**src/rtl/d5m_tx_pkg.sv**
```systemverilog
// Shared types for the D5M camera transmitter: FSM state encoding, pattern
// select codes and a small sizing helper.
package d5m_tx_pkg;

  typedef enum logic [2:0] {
    ST_IDLE   = 3'd0,
    ST_FRONT  = 3'd1,
    ST_ACTIVE = 3'd2,
    ST_HBLANK = 3'd3,
    ST_BACK   = 3'd4,
    ST_VBLANK = 3'd5
  } d5m_tx_state_t;

  localparam logic [1:0] PAT_RAMP   = 2'd0;
  localparam logic [1:0] PAT_BAYER  = 2'd1;
  localparam logic [1:0] PAT_LINEAR = 2'd2;
  localparam logic [1:0] PAT_CHECK  = 2'd3;

  function automatic int max4(input int a, input int b, input int c, input int d);
    int m;
    m = a;
    if (b > m) m = b;
    if (c > m) m = c;
    if (d > m) m = d;
    return m;
  endfunction

endpackage

```
**src/rtl/d5m_camera_tx_if.sv**
```systemverilog
// D5M pixel bus: frame valid, line valid and pixel data, driven by the
// transmitter (master) and consumed by a d5m receiver (slave).
interface d5m_camera_tx_if #(
  parameter int dataWidth = 12
) ();
  logic                 ifval;
  logic                 ilval;
  logic [dataWidth-1:0] idata;

  modport master (output ifval, output ilval, output idata);
  modport slave  (input  ifval, input  ilval, input  idata);
endinterface

```
**src/rtl/d5m_pattern_gen.sv**
```systemverilog
// Registered test-pattern pixel generator; its output register sits in the
// same pipeline stage as the line-valid register in the top level.
module d5m_pattern_gen
  import d5m_tx_pkg::*;
#(
  parameter int img_width = 8,
  parameter int dataWidth = 12,
  parameter int XW        = 3,
  parameter int YW        = 2
) (
  input  logic                 pixclk,
  input  logic                 aresetn,
  input  logic                 i_active,
  input  logic [1:0]           i_pattern,
  input  logic [XW-1:0]        i_x,
  input  logic [YW-1:0]        i_y,
  output logic [dataWidth-1:0] o_data
);

  localparam logic [dataWidth-1:0] ALL_ONES = '1;
  localparam logic [dataWidth-1:0] GREEN    = dataWidth'(1) << (dataWidth - 1);
  localparam logic [dataWidth-1:0] WIDTH_D  = dataWidth'(img_width);

  logic [dataWidth-1:0] w_pixel;
  logic [dataWidth-1:0] w_linear;
  logic [dataWidth-1:0] r_data;

  assign w_linear = dataWidth'(i_y) * WIDTH_D + dataWidth'(i_x);

  // GRBG: even rows are G,R; odd rows are B,G
  always_comb begin
    w_pixel = '0;
    case (i_pattern)
      PAT_RAMP:   w_pixel = dataWidth'(i_x);
      PAT_BAYER: begin
        if (!i_y[0]) w_pixel = i_x[0] ? ALL_ONES : GREEN;
        else         w_pixel = i_x[0] ? GREEN : '0;
      end
      PAT_LINEAR: w_pixel = w_linear;
      PAT_CHECK:  w_pixel = (i_x[0] ^ i_y[0]) ? ALL_ONES : '0;
      default:    w_pixel = '0;
    endcase
  end

  always_ff @(posedge pixclk or negedge aresetn) begin
    if (!aresetn) r_data <= '0;
    else          r_data <= i_active ? w_pixel : '0;
  end

  assign o_data = r_data;

endmodule

```
**src/rtl/d5m_camera_tx.sv**
```systemverilog
// D5M camera sensor transmitter: frame/line timing FSM with porch and blanking
// counters, plus a registered pattern source on the pixel bus.
module d5m_camera_tx
  import d5m_tx_pkg::*;
#(
  parameter int img_width  = 8,
  parameter int img_height = 4,
  parameter int h_blank    = 3,
  parameter int f_porch    = 2,
  parameter int b_porch    = 2,
  parameter int v_blank    = 5,
  parameter int dataWidth  = 12
) (
  input  logic                   pixclk,
  input  logic                   aresetn,
  input  logic                   enable,
  input  logic [1:0]             pattern,
  d5m_camera_tx_if.master        bus,
  output logic                   frame_done,
  output logic [15:0]            frame_count
);

  localparam int XW = $clog2(img_width);
  localparam int YW = $clog2(img_height);
  localparam int CW = $clog2(max4(h_blank, f_porch, b_porch, v_blank)) + 1;

  d5m_tx_state_t  r_state;
  logic [CW-1:0]  r_cnt;
  logic [XW-1:0]  r_x;
  logic [YW-1:0]  r_y;
  logic [1:0]     r_pat;
  logic           r_ifval;
  logic           r_ilval;
  logic           r_frame_done;
  logic [15:0]    r_frame_count;
  logic           w_frame_end;
  logic [dataWidth-1:0] w_idata;

  assign w_frame_end = (r_state == ST_VBLANK) && (r_cnt == '0);

  // enable and pattern are only looked at when a new frame could start
  always_ff @(posedge pixclk or negedge aresetn) begin
    if (!aresetn) begin
      r_state <= ST_IDLE;
      r_cnt   <= '0;
      r_x     <= '0;
      r_y     <= '0;
      r_pat   <= PAT_RAMP;
    end else begin
      case (r_state)
        ST_IDLE: begin
          if (enable) begin
            r_state <= ST_FRONT;
            r_pat   <= pattern;
            r_x     <= '0;
            r_y     <= '0;
            r_cnt   <= '0;
          end
        end
        ST_FRONT: begin
          if (r_cnt == CW'(f_porch - 1)) begin
            r_cnt   <= '0;
            r_state <= ST_ACTIVE;
          end else r_cnt <= r_cnt + 1'b1;
        end
        ST_ACTIVE: begin
          if (r_x == XW'(img_width - 1)) begin
            r_x     <= '0;
            r_state <= (r_y == YW'(img_height - 1)) ? ST_BACK : ST_HBLANK;
          end else r_x <= r_x + 1'b1;
        end
        ST_HBLANK: begin
          if (r_cnt == CW'(h_blank - 1)) begin
            r_cnt   <= '0;
            r_y     <= r_y + 1'b1;
            r_state <= ST_ACTIVE;
          end else r_cnt <= r_cnt + 1'b1;
        end
        ST_BACK: begin
          if (r_cnt == CW'(b_porch - 1)) begin
            r_cnt   <= '0;
            r_state <= ST_VBLANK;
          end else r_cnt <= r_cnt + 1'b1;
        end
        ST_VBLANK: begin
          if (r_cnt == CW'(v_blank - 1)) begin
            r_cnt <= '0;
            r_x   <= '0;
            r_y   <= '0;
            if (enable) begin
              r_state <= ST_FRONT;
              r_pat   <= pattern;
            end else r_state <= ST_IDLE;
          end else r_cnt <= r_cnt + 1'b1;
        end
        default: r_state <= ST_IDLE;
      endcase
    end
  end

  // Output stage: one register behind the state, aligned with the pixel register
  always_ff @(posedge pixclk or negedge aresetn) begin
    if (!aresetn) begin
      r_ifval       <= 1'b0;
      r_ilval       <= 1'b0;
      r_frame_done  <= 1'b0;
      r_frame_count <= '0;
    end else begin
      r_ifval      <= (r_state == ST_FRONT) || (r_state == ST_ACTIVE) ||
                      (r_state == ST_HBLANK) || (r_state == ST_BACK);
      r_ilval      <= (r_state == ST_ACTIVE);
      r_frame_done <= w_frame_end;
      if (w_frame_end) r_frame_count <= r_frame_count + 16'd1;
    end
  end

  d5m_pattern_gen #(
    .img_width (img_width),
    .dataWidth (dataWidth),
    .XW        (XW),
    .YW        (YW)
  ) u_pattern_gen (
    .pixclk    (pixclk),
    .aresetn   (aresetn),
    .i_active  (r_state == ST_ACTIVE),
    .i_pattern (r_pat),
    .i_x       (r_x),
    .i_y       (r_y),
    .o_data    (w_idata)
  );

  assign bus.ifval   = r_ifval;
  assign bus.ilval   = r_ilval;
  assign bus.idata   = w_idata;
  assign frame_done  = r_frame_done;
  assign frame_count = r_frame_count;

endmodule

```
**src/flat_wrapper.sv**
```systemverilog
// flat-port wrapper written by rule: the top's interface ports become plain ports
module d5m_camera_tx_flat import d5m_tx_pkg::*;
#(
  parameter int img_width  = 8,
  parameter int img_height = 4,
  parameter int h_blank    = 3,
  parameter int f_porch    = 2,
  parameter int b_porch    = 2,
  parameter int v_blank    = 5,
  parameter int dataWidth  = 12
)
  (pixclk, aresetn, enable, pattern, frame_done, frame_count, bus_ifval, bus_ilval, bus_idata);
  d5m_camera_tx_if #(.dataWidth(dataWidth)) bus_i ();
  input  logic pixclk;
  input  logic aresetn;
  input  logic enable;
  input  logic [1:0] pattern;
  output logic frame_done;
  output logic [15:0] frame_count;
  output wire logic [$bits(bus_i.ifval)-1:0] bus_ifval;
  output wire logic [$bits(bus_i.ilval)-1:0] bus_ilval;
  output wire logic [$bits(bus_i.idata)-1:0] bus_idata;
  assign bus_ifval = bus_i.ifval;
  assign bus_ilval = bus_i.ilval;
  assign bus_idata = bus_i.idata;
  d5m_camera_tx #(.img_width(img_width), .img_height(img_height), .h_blank(h_blank), .f_porch(f_porch), .b_porch(b_porch), .v_blank(v_blank), .dataWidth(dataWidth)) u_core (.pixclk(pixclk), .aresetn(aresetn), .enable(enable), .pattern(pattern), .bus(bus_i), .frame_done(frame_done), .frame_count(frame_count));
endmodule
```
**config.mk**
```make
export PLATFORM = sky130hd
export DESIGN_NAME = d5m_camera_tx_flat
export DESIGN_NICKNAME = d
export VERILOG_FILES = /design/src/rtl/d5m_tx_pkg.sv /design/src/rtl/d5m_camera_tx_if.sv /design/src/rtl/d5m_pattern_gen.sv /design/src/rtl/d5m_camera_tx.sv /design/src/flat_wrapper.sv
export SDC_FILE = /design/constraint.sdc
export NUM_CORES = 1
export LEC_CHECK = 0
export ABC_AREA = 1
export CORE_MARGIN = 5
export CORE_UTILIZATION = 35
export DETAILED_ROUTE_END_ITERATION = 6
export PLACE_DENSITY_LB_ADDON = 0.1
export SLEW_MARGIN = 0
export SYNTH_ARGS = -nofsm -noshare
export SYNTH_HDL_FRONTEND = slang
export SYNTH_SLANG_ARGS = --single-unit
```
**constraint.sdc**
```tcl
create_clock -name pixclk -period 1.75 [get_ports pixclk]
set_input_delay 0.35 -clock pixclk [delete_from_list [all_inputs] [get_ports pixclk]]
set_output_delay 0.35 -clock pixclk [all_outputs]
set_load 0.01 [all_outputs]
```
==> flow_summary.ini <==
[route]
detail_route.drc_violations = 0
route.final.wire_length_um = 4620
route.detailed.wl_per_inst_um = 11.6
vias = 1831
detailedRoute.firstPassIterationCount = 4
post_drt_via_cell_ratio = 4.61
drt_iter0_drc = 99
drtAntennaViolNets = 0

[synth]
synth-seq-area-share_pct = 46.1
synth-seq-cells = 40
yosysUniqueCellTypes = 22
synth.yosys.warnings = 0
synth.cell_area_sq_mm = 0.00217
syn_area_per_cell_sq_um = 7.79
synth_nets = 294
synth_cells = 279

[cts]
cts_buffer_count = 5
cts-root-buf = sky130_fd_sc_hd__clkbuf_8
clock_sinks = 40
total_of_cells_resized_after_clock_tree_synthesis = 0
path_clk_slew_ps = 90
htreeDepth = 2
worst_skew_pair.late_latency_ps = 290
ctsLongestPathBuffers = 2
cts_post_setup_buffers_inserted = 0
cts-hold-fix-buffers = 0
tritoncts = done

[global_routing]
via_count_of_the_first_global_routing_pass = 1705
initial_antenna_violation_count = 0
first_pass_grt_wire_length_um = 8030
grt_max_degree = 41
grtUsageTotal_pct = 13.0
grt-ovfl-total = 0

[pwr]
p_per_area_mw_per_mm2 = 1210
power_leakage_nw = 1.30
ir_worst_vdd_mv = 0.677

[cells_and_area]
flow.area_growth_from_synthesis_pct = 25.7
finish.utilization_pct = 45.6
finish.cell_count_without_fillers = 397
num_antenna_cells = 0
drive_above_1_share_pct = 6.83
design.final.nets = 336

[setup_path]
timing.critical_path.cells = clkdlybuf4s50_1
worst_ep_required_time_ps = 1400
path_delay_family = buffers and inverters
path_buf_inv = 1
crit_fanout = 5
cp_slowest_cell = sky130_fd_sc_hd__clkdlybuf4s50_1
criticalPathCategory = reg -> out
worst_path_largest_cell_delay_ps = 570
endpoint_type_of_the_worst_setup_path = output pin
worstPathArrival_ps = 1310
start_kind = flip-flop

[timing]
report.final.slew_viol_count = 0
worstMarginPinSlew_ps = 510
post-route-min-period_ps = 1660
max_slew_margin_pct = 66.0
final_min_period_over_clock_period_pct = 94.6
count_of_final_setup_violators = 0
timing.hold.ws_ps = 112
rsz0062_at_grt = no
max_freq_mhz = 604
hold_viol_final = 0
skew_ps = 10.5
sum_of_negative_setup_slack_ps = 0

[floorplan]
num_io_pins = 36
initial_utilization_pct = 36.3
rows = 28
die_w_um = 88.8
floorplan.core_area_sq_mm = 0.00599
die_h_um = 88.8
die_area_sq_mm = 0.00788

[run_status]
run_status = completed

[placement]
port_buffers = 35
place_congestion = 0.823
place_inst = 389
detailed_place_hpwl_um = 3530

[flow_run]
max-cap-violations = 0

[worst_hold_path]
timing.hold.worst.class = in -> async
==> flip-flops by register name, summed over array words and instances, names as in the netlist <==
name	flops
u_core.r_pat	2
u_core.bus.ilval	1
u_core.frame_count	16
u_core.u_pattern_gen.o_data	7
u_core.r_x	3
u_core.r_y	2
u_core.r_cnt	4
u_core.r_state	3
u_core.frame_done	1
u_core.bus.ifval	1
==> stage by stage <==
stage               power, mW  instance area, sq um  setup slack, ps
global route             3.60                  2730             19.8
global placement         2.55                  2610              135
detailed placement       2.55                  2610              103
floorplan                2.08                  2170              340
finish                   3.31                  2730             94.7
CTS                      3.36                  2730             49.7
==> path summary, 6_finish.rpt <==
check / from / to / slack [ps] / depth (start not counted)
max: u_core.frame_count[4] / frame_count[4] / 90 / 1
min: aresetn / u_core.r_x[0] / 110 / 2
max reg2reg: u_core.r_cnt[0] / u_core.r_x[0] / 230 / 7
min reg2reg: u_core.r_y[1] / u_core.r_y[1] / 530 / 2
max in group asynchronous: aresetn / u_core.frame_done / 1280 / 2
min in group pixclk: u_core.r_y[1] / u_core.r_y[1] / 530 / 2
==> metal layers <==
metal | track usage, % | share of wire [%]
met3 | 2.89 | 5.7
met1 | 18.6 | 51
met5 | 0 | 0
met2 | 19.6 | 43
met4 | 4.12 | 0.87
==> layout by cell type, fill, tap and decap left out <==
cell type,instances
sky130_fd_sc_hd__a21boi_0,1
sky130_fd_sc_hd__a21oi_1,3
sky130_fd_sc_hd__a21oi_2,1
sky130_fd_sc_hd__buf_2,1
sky130_fd_sc_hd__buf_4,6
sky130_fd_sc_hd__bufinv_16,1
sky130_fd_sc_hd__clkbuf_8,5
sky130_fd_sc_hd__clkdlybuf4s50_1,34
sky130_fd_sc_hd__clkinv_4,2
sky130_fd_sc_hd__dfrtp_1,40
sky130_fd_sc_hd__ha_1,10
sky130_fd_sc_hd__inv_1,29
sky130_fd_sc_hd__nand2_1,99
sky130_fd_sc_hd__nand2_2,2
sky130_fd_sc_hd__nand3_1,18
sky130_fd_sc_hd__nand3_2,1
sky130_fd_sc_hd__nand3b_1,5
sky130_fd_sc_hd__nand4_1,4
sky130_fd_sc_hd__nor2_1,29
sky130_fd_sc_hd__nor2_2,2
sky130_fd_sc_hd__nor2_4,1
sky130_fd_sc_hd__o2111ai_1,1
sky130_fd_sc_hd__o211ai_1,1
sky130_fd_sc_hd__o21ai_0,16
sky130_fd_sc_hd__xnor2_1,4
sky130_fd_sc_hd__xor2_1,6
==> synthesized netlist by cell type <==
| cell | n | area, sq um |
|---|---|---|
| sky130_fd_sc_hd__nand2_1 | 99 | 372 |
| sky130_fd_sc_hd__nor2_2 | 2 | 12.5 |
| sky130_fd_sc_hd__o2111ai_1 | 1 | 8.76 |
| sky130_fd_sc_hd__dfrtp_1 | 40 | 1000 |
| sky130_fd_sc_hd__o211ai_1 | 1 | 7.51 |
| sky130_fd_sc_hd__ha_1 | 10 | 125 |
| sky130_fd_sc_hd__a21oi_1 | 3 | 15.0 |
| sky130_fd_sc_hd__nor2_1 | 29 | 109 |
| sky130_fd_sc_hd__xnor2_1 | 4 | 35.0 |
| sky130_fd_sc_hd__buf_4 | 5 | 37.5 |
| sky130_fd_sc_hd__nand3_1 | 18 | 90.1 |
| sky130_fd_sc_hd__nand4_1 | 4 | 25.0 |
| sky130_fd_sc_hd__xor2_1 | 6 | 52.6 |
| sky130_fd_sc_hd__nand3b_1 | 5 | 37.5 |
| sky130_fd_sc_hd__nand2_2 | 2 | 12.5 |
| sky130_fd_sc_hd__nand3_2 | 1 | 10.0 |
| sky130_fd_sc_hd__a21boi_0 | 1 | 7.51 |
| sky130_fd_sc_hd__nor2_4 | 1 | 11.3 |
| sky130_fd_sc_hd__inv_1 | 29 | 109 |
| sky130_fd_sc_hd__a21oi_2 | 1 | 8.76 |
| sky130_fd_sc_hd__o21ai_0 | 16 | 80.1 |
| sky130_fd_sc_hd__buf_2 | 1 | 5.00 |
==> report_power, final <==
group	total, mW	internal, mW	switching, mW
sequential	1.26	1.12	0.143
combinational	1.26	0.527	0.735
clock	0.782	0.430	0.353
==> kinds of logic after synthesis <==
family	share of synthesized area, %
AOI/OAI and AO/OA	5.88
DFF	46.1
xor gates and xnor gates	4.03
and+or+nand+nor	31.3
buffers and inverters	6.97
adders and majority gates	5.76
==> cell type report <==
class	instances	area (sq um)
inverters	29	109
well taps	75	93.8
repair buffers	41	390
fillers	606	3260
clock inverters	3	47.5
multi-input cells	204	1020
flip-flops and latches	40	1000
clock buffers	5	68.8
Power figures use the tool's default switching activity.
